--- config.mk ---
export PLATFORM = sky130hd
export DESIGN_NAME = wdt_kick_ctrl_flat
export DESIGN_NICKNAME = d
export VERILOG_FILES = /design/src/rtl/wdt_kick_ctrl_if.sv /design/src/rtl/wdt_kick_ctrl.sv /design/src/flat_wrapper.sv
export SDC_FILE = /design/constraint.sdc
export NUM_CORES = 1
export LEC_CHECK = 0
export CAP_MARGIN = 20
export CORE_MARGIN = 2
export CORE_UTILIZATION = 36
export CTS_BUF_LIST = sky130_fd_sc_hd__clkbuf_4
export CTS_CLUSTER_DIAMETER = 60
export DETAILED_ROUTE_END_ITERATION = 10
export MAX_ROUTING_LAYER = met4
export PLACE_DENSITY = 0.92
export RECOVER_POWER = 50
export SLEW_MARGIN = 10
export SYNTH_ARGS = -nofsm -noshare
export SYNTH_HDL_FRONTEND = slang
export SYNTH_SLANG_ARGS = --single-unit
--- constraint.sdc ---
create_clock -name pclk -period 2.05 [get_ports pclk]
set_input_delay 0.205 -clock pclk [delete_from_list [all_inputs] [get_ports pclk]]
set_output_delay 0.205 -clock pclk [all_outputs]
set_load 0.02 [all_outputs]
--- src/rtl/wdt_kick_ctrl_if.sv ---
// ---------------------------------------------------------------------------
// wdt_kick_ctrl_if
// Groups the command and status signals between the register decode / watchdog
// core side (master) and the kick controller (slave).
//
// Signals (master -> slave):
//   wdt_clk_en   counter clock-enable tick from the watchdog core
//   wr_crr       one-pclk write strobe to the counter-restart register
//   crr_wdata    CRR write data (8 bit)
//   rd_eoi       one-pclk read strobe of the end-of-interrupt register
//   wr_cr        one-pclk write strobe to the control register
//   cr_en_wdata  enable bit of the CR write data
//   err_clr      one-pclk strobe clearing key_err and win_err
//   cnt          current down-counter value
//   win_top      window threshold; a kick is legal only when cnt <= win_top
// Signals (slave -> master):
//   wdt_en       sticky watchdog enable
//   restart      restart pulse to the counter/interrupt logic
//   eoi_en       interrupt-clear pulse to the interrupt logic
//   kick_pend    accepted kick waiting for a clock-enable cycle
//   key_err      sticky: CRR written with the wrong key
//   win_err      sticky: early kick rejected
// ---------------------------------------------------------------------------
interface wdt_kick_ctrl_if #(
  parameter int WDT_CNT_WIDTH = 32
) ();

  logic                     wdt_clk_en;
  logic                     wr_crr;
  logic [7:0]               crr_wdata;
  logic                     rd_eoi;
  logic                     wr_cr;
  logic                     cr_en_wdata;
  logic                     err_clr;
  logic [WDT_CNT_WIDTH-1:0] cnt;
  logic [WDT_CNT_WIDTH-1:0] win_top;

  logic                     wdt_en;
  logic                     restart;
  logic                     eoi_en;
  logic                     kick_pend;
  logic                     key_err;
  logic                     win_err;

  // Register decode / watchdog core side.
  modport master (
    output wdt_clk_en, wr_crr, crr_wdata, rd_eoi, wr_cr, cr_en_wdata,
           err_clr, cnt, win_top,
    input  wdt_en, restart, eoi_en, kick_pend, key_err, win_err
  );

  // Kick controller side.
  modport slave (
    input  wdt_clk_en, wr_crr, crr_wdata, rd_eoi, wr_cr, cr_en_wdata,
           err_clr, cnt, win_top,
    output wdt_en, restart, eoi_en, kick_pend, key_err, win_err
  );

endinterface

--- src/rtl/wdt_kick_ctrl.sv ---
// ---------------------------------------------------------------------------
// wdt_kick_ctrl
// Command-side initiator for the watchdog counter and interrupt generator.
// Turns register strobes into restart / eoi_en / wdt_en controls:
//   - restart writes are accepted only with the right key and, optionally,
//     only inside the window (cnt <= win_top, unsigned);
//   - wdt_en is sticky and only cleared by reset;
//   - accepted kicks and EOI reads are held pending and issued as one-pclk
//     pulses on the next wdt_clk_en cycle so the core cannot miss them.
//
// Ports:
//   pclk     block clock
//   presetn  asynchronous active-low reset
//   bus      wdt_kick_ctrl_if slave modport (strobes in, controls/flags out)
// ---------------------------------------------------------------------------
module wdt_kick_ctrl #(
  parameter int         WDT_CNT_WIDTH = 32,
  parameter logic [7:0] KICK_KEY      = 8'h76,
  parameter bit         WIN_EN        = 1'b1
) (
  input  logic              pclk,
  input  logic              presetn,
  wdt_kick_ctrl_if.slave    bus
);

  logic                     wdtEn_q,    wdtEn_d;
  logic                     kickPend_q, kickPend_d;
  logic                     eoiPend_q,  eoiPend_d;
  logic                     keyErr_q,   keyErr_d;
  logic                     winErr_q,   winErr_d;

  logic [WDT_CNT_WIDTH-1:0] cntVal;
  logic [WDT_CNT_WIDTH-1:0] winTopVal;
  logic                     kickTry;
  logic                     keyMatch;
  logic                     earlyKick;
  logic                     kickOk;
  logic                     restartFire;
  logic                     eoiFire;

  assign cntVal    = bus.cnt;
  assign winTopVal = bus.win_top;

  // Decode of the restart write. Writes while the watchdog is disabled are
  // dropped entirely; a key mismatch takes priority over the window check so
  // at most one error flag is raised per write.
  always_comb begin
    kickTry   = bus.wr_crr & wdtEn_q;
    keyMatch  = (bus.crr_wdata == KICK_KEY);
    earlyKick = WIN_EN && (cntVal > winTopVal);
    kickOk    = kickTry & keyMatch & ~earlyKick;
  end

  // Pulses are pure functions of registered pending flags and the tick, so
  // there is no combinational path from the strobes to restart/eoi_en.
  always_comb begin
    restartFire = kickPend_q & bus.wdt_clk_en;
    eoiFire     = eoiPend_q & bus.wdt_clk_en;
  end

  // Next-state logic. A pending flag clears on the cycle it fires and a new
  // request arriving in that same cycle is absorbed rather than re-arming.
  // Error flags: a new error in the err_clr cycle wins over the clear.
  always_comb begin
    wdtEn_d    = wdtEn_q | (bus.wr_cr & bus.cr_en_wdata);
    kickPend_d = restartFire ? 1'b0 : (kickPend_q | kickOk);
    eoiPend_d  = eoiFire ? 1'b0 : (eoiPend_q | bus.rd_eoi);
    keyErr_d   = (kickTry & ~keyMatch) | (keyErr_q & ~bus.err_clr);
    winErr_d   = 1'b0;
    if (WIN_EN) begin
      winErr_d = (kickTry & keyMatch & earlyKick) | (winErr_q & ~bus.err_clr);
    end
  end

  // State registers; reset drops everything, including pending commands, so
  // nothing is issued after release until a fresh strobe arrives.
  always_ff @(posedge pclk or negedge presetn) begin
    if (!presetn) begin
      wdtEn_q    <= 1'b0;
      kickPend_q <= 1'b0;
      eoiPend_q  <= 1'b0;
      keyErr_q   <= 1'b0;
      winErr_q   <= 1'b0;
    end else begin
      wdtEn_q    <= wdtEn_d;
      kickPend_q <= kickPend_d;
      eoiPend_q  <= eoiPend_d;
      keyErr_q   <= keyErr_d;
      winErr_q   <= winErr_d;
    end
  end

  // Drive the interface outputs.
  always_comb begin
    bus.wdt_en    = wdtEn_q;
    bus.restart   = restartFire;
    bus.eoi_en    = eoiFire;
    bus.kick_pend = kickPend_q;
    bus.key_err   = keyErr_q;
    bus.win_err   = winErr_q;
  end

endmodule

--- src/flat_wrapper.sv ---
// flat-port wrapper written by rule: the top's interface ports become plain ports
module wdt_kick_ctrl_flat 
#(
  parameter int         WDT_CNT_WIDTH = 32,
  parameter logic [7:0] KICK_KEY      = 8'h76,
  parameter bit         WIN_EN        = 1'b1
)
  (pclk, presetn, bus_wdt_clk_en, bus_wr_crr, bus_crr_wdata, bus_rd_eoi, bus_wr_cr, bus_cr_en_wdata, bus_err_clr, bus_cnt, bus_win_top, bus_wdt_en, bus_restart, bus_eoi_en, bus_kick_pend, bus_key_err, bus_win_err);
  wdt_kick_ctrl_if #(.WDT_CNT_WIDTH(WDT_CNT_WIDTH)) bus_i ();
  input  logic pclk;
  input  logic presetn;
  input wire logic [$bits(bus_i.wdt_clk_en)-1:0] bus_wdt_clk_en;
  input wire logic [$bits(bus_i.wr_crr)-1:0] bus_wr_crr;
  input wire logic [$bits(bus_i.crr_wdata)-1:0] bus_crr_wdata;
  input wire logic [$bits(bus_i.rd_eoi)-1:0] bus_rd_eoi;
  input wire logic [$bits(bus_i.wr_cr)-1:0] bus_wr_cr;
  input wire logic [$bits(bus_i.cr_en_wdata)-1:0] bus_cr_en_wdata;
  input wire logic [$bits(bus_i.err_clr)-1:0] bus_err_clr;
  input wire logic [$bits(bus_i.cnt)-1:0] bus_cnt;
  input wire logic [$bits(bus_i.win_top)-1:0] bus_win_top;
  output wire logic [$bits(bus_i.wdt_en)-1:0] bus_wdt_en;
  output wire logic [$bits(bus_i.restart)-1:0] bus_restart;
  output wire logic [$bits(bus_i.eoi_en)-1:0] bus_eoi_en;
  output wire logic [$bits(bus_i.kick_pend)-1:0] bus_kick_pend;
  output wire logic [$bits(bus_i.key_err)-1:0] bus_key_err;
  output wire logic [$bits(bus_i.win_err)-1:0] bus_win_err;
  assign bus_i.wdt_clk_en = bus_wdt_clk_en;
  assign bus_i.wr_crr = bus_wr_crr;
  assign bus_i.crr_wdata = bus_crr_wdata;
  assign bus_i.rd_eoi = bus_rd_eoi;
  assign bus_i.wr_cr = bus_wr_cr;
  assign bus_i.cr_en_wdata = bus_cr_en_wdata;
  assign bus_i.err_clr = bus_err_clr;
  assign bus_i.cnt = bus_cnt;
  assign bus_i.win_top = bus_win_top;
  assign bus_wdt_en = bus_i.wdt_en;
  assign bus_restart = bus_i.restart;
  assign bus_eoi_en = bus_i.eoi_en;
  assign bus_kick_pend = bus_i.kick_pend;
  assign bus_key_err = bus_i.key_err;
  assign bus_win_err = bus_i.win_err;
  wdt_kick_ctrl #(.WDT_CNT_WIDTH(WDT_CNT_WIDTH), .KICK_KEY(KICK_KEY), .WIN_EN(WIN_EN)) u_core (.pclk(pclk), .presetn(presetn), .bus(bus_i));
endmodule
# Word-level counts from Yosys, hierarchy flattened
# Index checks and enable logic that the tools add are counted.
# word_totals
ff_bits	5
in_bits	80
output_inout_bits	6
elab_cells	27
# op_classes
n_lt_le_gt_ge	1
eq_ne	1
mux	2
bitwise_logic	18
# ops
op	count
$gt 32x32->1	1
$and 1x1->1	10
$eq 8x7->1 const B	1
$or 1x1->1	5
$not 1->1	3
$mux 1	2

# Logic depth before layout (Yosys ltp)
# Gate-level depths: netlist of run 1.
# logic_depth
ltp_word	5
depth_mapped	8

# Least setup slack after synthesis of run 1
# Ideal clock, no wire load.
# synth_path
path_type	in2reg
start	input bus_win_top[1]
end	register u_core.winErr_q (netlist: u_core.bus.win_err)
setup_ns	0.129
arrival_ns	1.608
t_required_ns	1.921
setup_slack_ns	0.312
stages	8
cell_sequence	inv_1 -> ha_1 -> nor2b_4 -> o211ai_2 -> a2111oi_1 -> or4b_1 -> o211ai_2 -> o22ai_1
# synth_between
elab_chain_len	3
# synth_rtl
element	line_no	source
start: declaration	flat_wrapper.sv:20	input wire logic [$bits(bus_i.win_top)-1:0] bus_win_top;
$gt 32x32->1	wdt_kick_ctrl.sv:50	earlyKick = WIN_EN && (cntVal > winTopVal);
$and 1x1->1	wdt_kick_ctrl.sv:71	winErr_d = (kickTry & keyMatch & earlyKick) | (winErr_q & ~bus.err_clr);
$or 1x1->1	wdt_kick_ctrl.sv:71	
net u_core.winErr_d	wdt_kick_ctrl.sv:30	logic winErr_q, winErr_d;
end signal: assignment	wdt_kick_ctrl.sv:89	winErr_q <= winErr_d;
end: declaration	wdt_kick_ctrl.sv:30	
# The timed path passes the listed nets, and every way through them passes these cells.

# Final worst setup path of run 1
# layout_path
start	input bus_win_top[9]
end	register u_core.winErr_q (netlist: u_core.bus.win_err)
# The elaborated chain is that of the path after synthesis.

==> results of run 1 <==
==> state kept, by name, summed over array words and instances (netlist names) <==
| name | count |
|---|---|
| u_core.bus.key_err | 1 |
| u_core.bus.kick_pend | 1 |
| u_core.bus.wdt_en | 1 |
| u_core.bus.win_err | 1 |
| u_core.eoiPend_q | 1 |
==> area by class of cell <==
cell class	instances	area share
clock buffers	4	0.0143
inverters	36	0.0643
multi-input cells	94	0.410
flip-flops and latches	5	0.0596
well taps	31	0.0185
repair buffers	93	0.434
==> metal layers <==
metal / up-vias / track usage / share of wire
li1: 671 / - / -
met5: - / - / 0
met2: 52 / 0.352 / 0.53
met4: 0 / 0.0532 / 0.0079
met1: 573 / 0.190 / 0.38
met3: 4 / 0.0446 / 0.085
==> final timing paths <==
path                            slack, ps               from                    to
worst max-delay path                   70     bus_win_top[9]    u_core.bus.win_err
worst min-delay path                  230            presetn     u_core.bus.wdt_en
worst max register to register       1170  u_core.bus.wdt_en  u_core.bus.kick_pend
worst min register to register        510  u_core.bus.wdt_en     u_core.bus.wdt_en
max in group asynchronous            1630            presetn  u_core.bus.kick_pend
min in group pclk                     510  u_core.bus.wdt_en     u_core.bus.wdt_en
==> power by group through the flow <==
stage | Sequential, µW | Clock [µW] | Combinational [µW]
after floorplan | 108 | 0 | 129
after global routing | 104 | 146 | 391
after global placement | 106 | 0 | 321
after CTS | 105 | 132 | 338
final | 104 | 136 | 351
after detailed placement | 106 | 0 | 332
==> logic make-up after synthesis <==
logic type / count (synthesis)
simple gates: 34
buf+inv: 36
mux: 1
compound gates: 27
flops: 5
fa+ha+maj: 32
==> stage by stage <==
| stage | cells | setup WS (ps) | utilization |
|---|---|---|---|
| floorplan | 135 | 312 | - |
| CTS | 262 | 13.1 | 0.736 |
| detailed placement | 258 | -269 | 0.719 |
| finish | 263 | 66.4 | 0.755 |
| global placement | 258 | -241 | 0.719 |
| global route | 263 | 10.5 | 0.755 |
==> worst max-delay path: cells and delay by family <==
family | cells | cell delay, ps
buffers and inverters | 2 | 490
AND/OR/NAND/NOR | 2 | 620
adder cells (fa/ha/maj) | 1 | 300
AO/OA/AOI/OAI | 4 | 490
==> what timing repair did <==
item / CTS / global route
pin swaps: 6 / 4
buffers inserted: 0 / 1
setup endpoints to repair: 1 / 2
gates resized for setup: 2 / 7
hold endpoints to repair: 0 / 0
==> layout by cell type, fill, tap and decap left out <==
master	n
a2111oi_2	1
or4b_4	1
nor4_4	1
o21ai_0	2
and2_1	2
a21oi_2	3
clkbuf_4	4
buf_4	8
dlygate4sd3_1	2
a21oi_1	8
clkdlybuf4s50_1	83
ha_4	2
nor4_1	1
dfrtp_1	5
ha_1	30
nand2_1	7
nand3_1	6
nor2_1	4
a221o_1	1
o211ai_4	1
a21o_1	4
mux2_2	1
and3_1	1
inv_1	36
nand4b_1	1
nand4_1	8
a22o_1	1
nand4bb_1	1
a22oi_1	1
nor2b_4	1
o22ai_1	2
a211oi_1	2
o211ai_2	1
==> out/metrics.csv, run 1 <==
metric,value,unit
run_status,"complete, no violations",
route.detailed.wl_per_inst,11.0,µm
globalplace.congestion,0.773,
cts_num_sinks,5,
finalCritPeriodShare,0.968,
finalSetupViolCount,0,
post_drt_via_cell_ratio,4.94,
first_global_vias,1290,
post_synth_fa_ha_maj_area_fraction,0.378,
seq_area_frac_synth,0.118,
clock_tree_from_tritoncts,built,
netSwitchingPower,173,µW
clock.fmax,504,MHz
port_buffers,85,
timing.critical_path.to_type,register,
synth_enable_flop_cells,0,
grt_max_degree,6,
initial_utilization,0.381,
cts.hold.buffers_added,0,
p_leak,0.00104,µW
timing_worst_slew_pin_value,283,ps
ant_nets,0,
finalClockSkew,3.66,ps
synth-simple-area-share,0.191,
rsz0062_at_grt,no,
post-synth-top-count-cell,inv_1,
max-clock-path-buffers,2,
postSynthRegisterBits,5,
power.density_cell_area,281,mW/mm²
die_w,58.2,µm
clock_latency_at_the_later_pin_of_the_worst_skew_pair,260,ps
p_clk_frac,0.230,
power.sequential.fraction,0.177,
crit_chain,"clkdlybuf4s50_1, inv_1, ha_1, a21o_1, nand3_1, a21oi_1, or4b_4, o211ai_4, o22ai_1",
synth-compound-area-share,0.174,
drt_iter0_markers,24,
die-area,0.00339,mm²
worst-path-max-fanout,2,
netlist.area_leader.share,0.378,
std_cell_rows,19,
slew_viols_final,0,
main_combinational_cell_family_by_area_after_synthesis,adder cells,
die-height,58.2,µm
routed_wirelength,2900,µm
ys_top_cells_by_count,"inv_1, ha_1, a21oi_1",
slew-limit-headroom,0.811,
post_synth_mux_area_share,0.0106,
min_period,1980,ps
drt_pass1_iterations,4,
cts.htree.levels,1,
root_buffer,clkbuf_4,
max-vdd-ir-drop,401,µV
ys_types,26,
grt.overflow.total,0,
timing.critical_path.arrival,2120,ps
drive_above_1_share,0.103,
fin_total_pwr,591,µW
grt_use_total,0.187,
postLayoutCellArea,0.00210,mm²
grt_antenna_before_repair,0,
netlist_area,0.00106,mm²
area.growth.synth_to_final,98.5,%
combinationalPowerShare,0.593,
cp.required,2180,ps
remaining_drc_errors,0,
num-nets-final,345,
ff2ff_path_depth,3,
synth_cells,135,
worst_path_max_delay_cell,or4b_4,
fillers,202,
hpwl,2670,µm
report.final.hold_viol_count,0,
total_nets_after_synthesis,247,
switch_share,0.292,
timing_worst_setup_path_type,in -> reg,
ys_warn_count,0,
synth_area_leader_cell,ha_1,
clk_pin_slew_worst_paths,50,ps
route.vias.total,1300,
power.internal,419,µW
cts-buffers-inserted,3,
cpPeakStageDelay,550,ps
timing.hold.worst.class,in -> async,
design.core.area,0.00278,mm²
timing.critical_path.from_type,input port,
timing.hold.ws,234,ps
seq_area,125,µm²
wire_length_of_the_first_global_routing_pass,4920,µm
synthFlopType,dfrtp_1,
postSynth.asyncResetShare,1.00,
post_synth_main_area_contributors,"ha_1, inv_1, dfrtp_1, a21oi_1, nand4_1",
multi_input_comb_area,861,µm²
synth_area_in_xor_xnor,0,
syn_area_per_cell,7.84,µm²
placedInstanceArea,0.00200,mm²
io-pin-count,86,
antenna-diode-count,0,
fin_setup_tns,0,ps
max-cap-violations,0,
No activity file was read; power rests on OpenSTA's default activity.
==> run 2: changes to the inputs <==
--- a/config.mk
+++ b/config.mk
@@ -8,7 +8,6 @@
 export CAP_MARGIN = 20
 export CORE_MARGIN = 2
 export CORE_UTILIZATION = 36
-export CTS_BUF_LIST = sky130_fd_sc_hd__clkbuf_4
 export CTS_CLUSTER_DIAMETER = 60
 export DETAILED_ROUTE_END_ITERATION = 10
 export MAX_ROUTING_LAYER = met4
==> run 2 against run 1 <==
Effect of this change:
- sequential power hardly changed
- critical endpoint unchanged
- non-clock buffer count unchanged
- register-to-register slack hardly changed
- routed wire length fell by 0.62%
- sequential cell count did not move
- critical path type unchanged
==> out/metrics.csv, run 2 (synthesized netlist as in run 1, its figures left out) <==
metric,value,unit,change
run_status,"complete, no violations",,
clk_pin_slew_worst_paths,50,ps,about the same
finalClockSkew,7.75,ps,+4.09 ps
timing.critical_path.to_type,register,,
clock_latency_at_the_later_pin_of_the_worst_skew_pair,250,ps,about the same
timing_worst_slew_pin_value,277,ps,-6.04 ps
remaining_drc_errors,0,,unchanged
placedInstanceArea,0.00200,mm²,unchanged
crit_chain,"clkdlybuf4s50_1, inv_1, ha_1, a21o_1, nand3_1, a21oi_1, or4b_4, o211ai_4, o22ai_1",,
route.detailed.wl_per_inst,10.9,µm,-0.62%
netSwitchingPower,169,µW,-1.8%
drive_above_1_share,0.0991,,-0.00431
fin_setup_tns,0,ps,unchanged
max-clock-path-buffers,2,,unchanged
globalplace.congestion,0.773,,unchanged
timing.hold.ws,235,ps,+0.484 ps
grt_use_total,0.186,,-0.000476
max-cap-violations,0,,unchanged
timing.critical_path.arrival,2120,ps,about the same
drt_pass1_iterations,4,,unchanged
timing_worst_setup_path_type,in -> reg,,
switch_share,0.295,,+0.00293
initial_utilization,0.381,,unchanged
combinationalPowerShare,0.610,,+0.017
slew_viols_final,0,,unchanged
finalCritPeriodShare,0.970,,+0.00246
timing.hold.worst.class,in -> async,,
drt_iter0_markers,25,,+4.2%
cts.htree.levels,1,,unchanged
cpPeakStageDelay,550,ps,about the same
worst_path_max_delay_cell,or4b_4,,
cts.hold.buffers_added,0,,unchanged
min_period,1990,ps,+5.03 ps
cp.required,2180,ps,about the same
area.growth.synth_to_final,98.1,%,
die-height,58.2,µm,unchanged
power.sequential.fraction,0.182,,+0.005
critPathTopFamily,simple AND/OR/NAND/NOR gates,,
hpwl,2670,µm,unchanged
power.internal,405,µW,-3.2%
p_leak,0.00103,µW,-0.33%
total_buffers_and_inverters_traversed_by_the_critical_path,2,,unchanged
clock_tree_from_tritoncts,built,,
num-nets-final,345,,unchanged
route.vias.total,1300,,unchanged
cts-buffers-inserted,3,,unchanged
die_w,58.2,µm,unchanged
slew-limit-headroom,0.815,,+0.00328
worst_setup_slack_post_dpl,-269,ps,unchanged
root_buffer,clkbuf_4,,
clock.fmax,503,MHz,-0.25%
multi_input_comb_area,861,µm²,unchanged
fillers,202,,unchanged
grt_max_degree,6,,unchanged
die-area,0.00339,mm²,unchanged
grt_antenna_before_repair,0,,unchanged
wire_length_of_the_first_global_routing_pass,4910,µm,-0.28%
finalSetupViolCount,0,,unchanged
p_clk_frac,0.209,,-0.021
post_drt_via_cell_ratio,4.94,,unchanged
cts_num_sinks,5,,unchanged
design.core.area,0.00278,mm²,unchanged
grt.overflow.total,0,,unchanged
io-pin-count,86,,unchanged
postLayoutCellArea,0.00210,mm²,-0.18%
final_common_cell,clkdlybuf4s50_1,,
final_cell_mix,"clkdlybuf4s50_1, inv_1, ha_1",,
power.density_cell_area,274,mW/mm²,-2.6%
routed_wirelength,2880,µm,-0.62%
antenna-diode-count,0,,unchanged
timing.critical_path.from_type,input port,,
first_global_vias,1288,,-0.16%
port_buffers,85,,unchanged
max-vdd-ir-drop,401,µV,about the same
report.final.hold_viol_count,0,,unchanged
worst-path-max-fanout,2,,unchanged
std_cell_rows,19,,unchanged
seq_area,125,µm²,unchanged
worst_slack,61.4,ps,-5.03 ps
ant_nets,0,,unchanged
[run 2: layer usage]
layer,routed length (µm),vias up,part of all wire,global-route usage
met4,23,0,0.0080,0.0532
li1,-,672,-,-
met3,251,4,0.087,0.0446
met5,0,-,0,-
met2,1510,54,0.52,0.351
met1,1090,570,0.38,0.190
[run 2: worst paths after layout]
kind | from | to | slack (ps) | cells past startpoint
worst min-delay path | presetn | u_core.bus.wdt_en | 230 | 1
min in group pclk | u_core.bus.wdt_en | u_core.bus.wdt_en | 510 | 1
worst max-delay path | bus_win_top[9] | u_core.bus.win_err | 60 | 9
worst max register to register | u_core.bus.wdt_en | u_core.bus.kick_pend | 1170 | 3
worst min register to register | u_core.bus.wdt_en | u_core.bus.wdt_en | 510 | 1
max in group asynchronous | presetn | u_core.bus.kick_pend | 1620 | 1
[run 2: power groups by stage]
stage,combinational [µW],sequential (µW),clock [µW]
after global placement,321,106,0
after global routing,391,105,129
final,350,105,120
after CTS,338,105,117
after floorplan,129,108,0
after detailed placement,332,106,0
[run 2: stage by stage]
step	util	power, µW	instances
after floorplan	-	237	135
after global placement	0.719	427	258
after detailed placement	0.719	438	258
after CTS	0.735	559	262
after global routing	0.754	624	263
final	0.754	575	263
[run 2: repair_timing]
item / 4_1_cts / 5_1_grt
endpoints found under the setup margin: 1 / 2
gates resized for setup: 2 / 7
pin swaps: 6 / 4
setup buffers: 0 / 1
cloned: 0 / 0
[run 2: area by class of cell]
cell class	instances	area share
clock buffer	4	0.0125
timing repair buffer	93	0.434
sequential	5	0.0597
tap	31	0.0185
multi-input combinational	94	0.411
inverter	36	0.0644
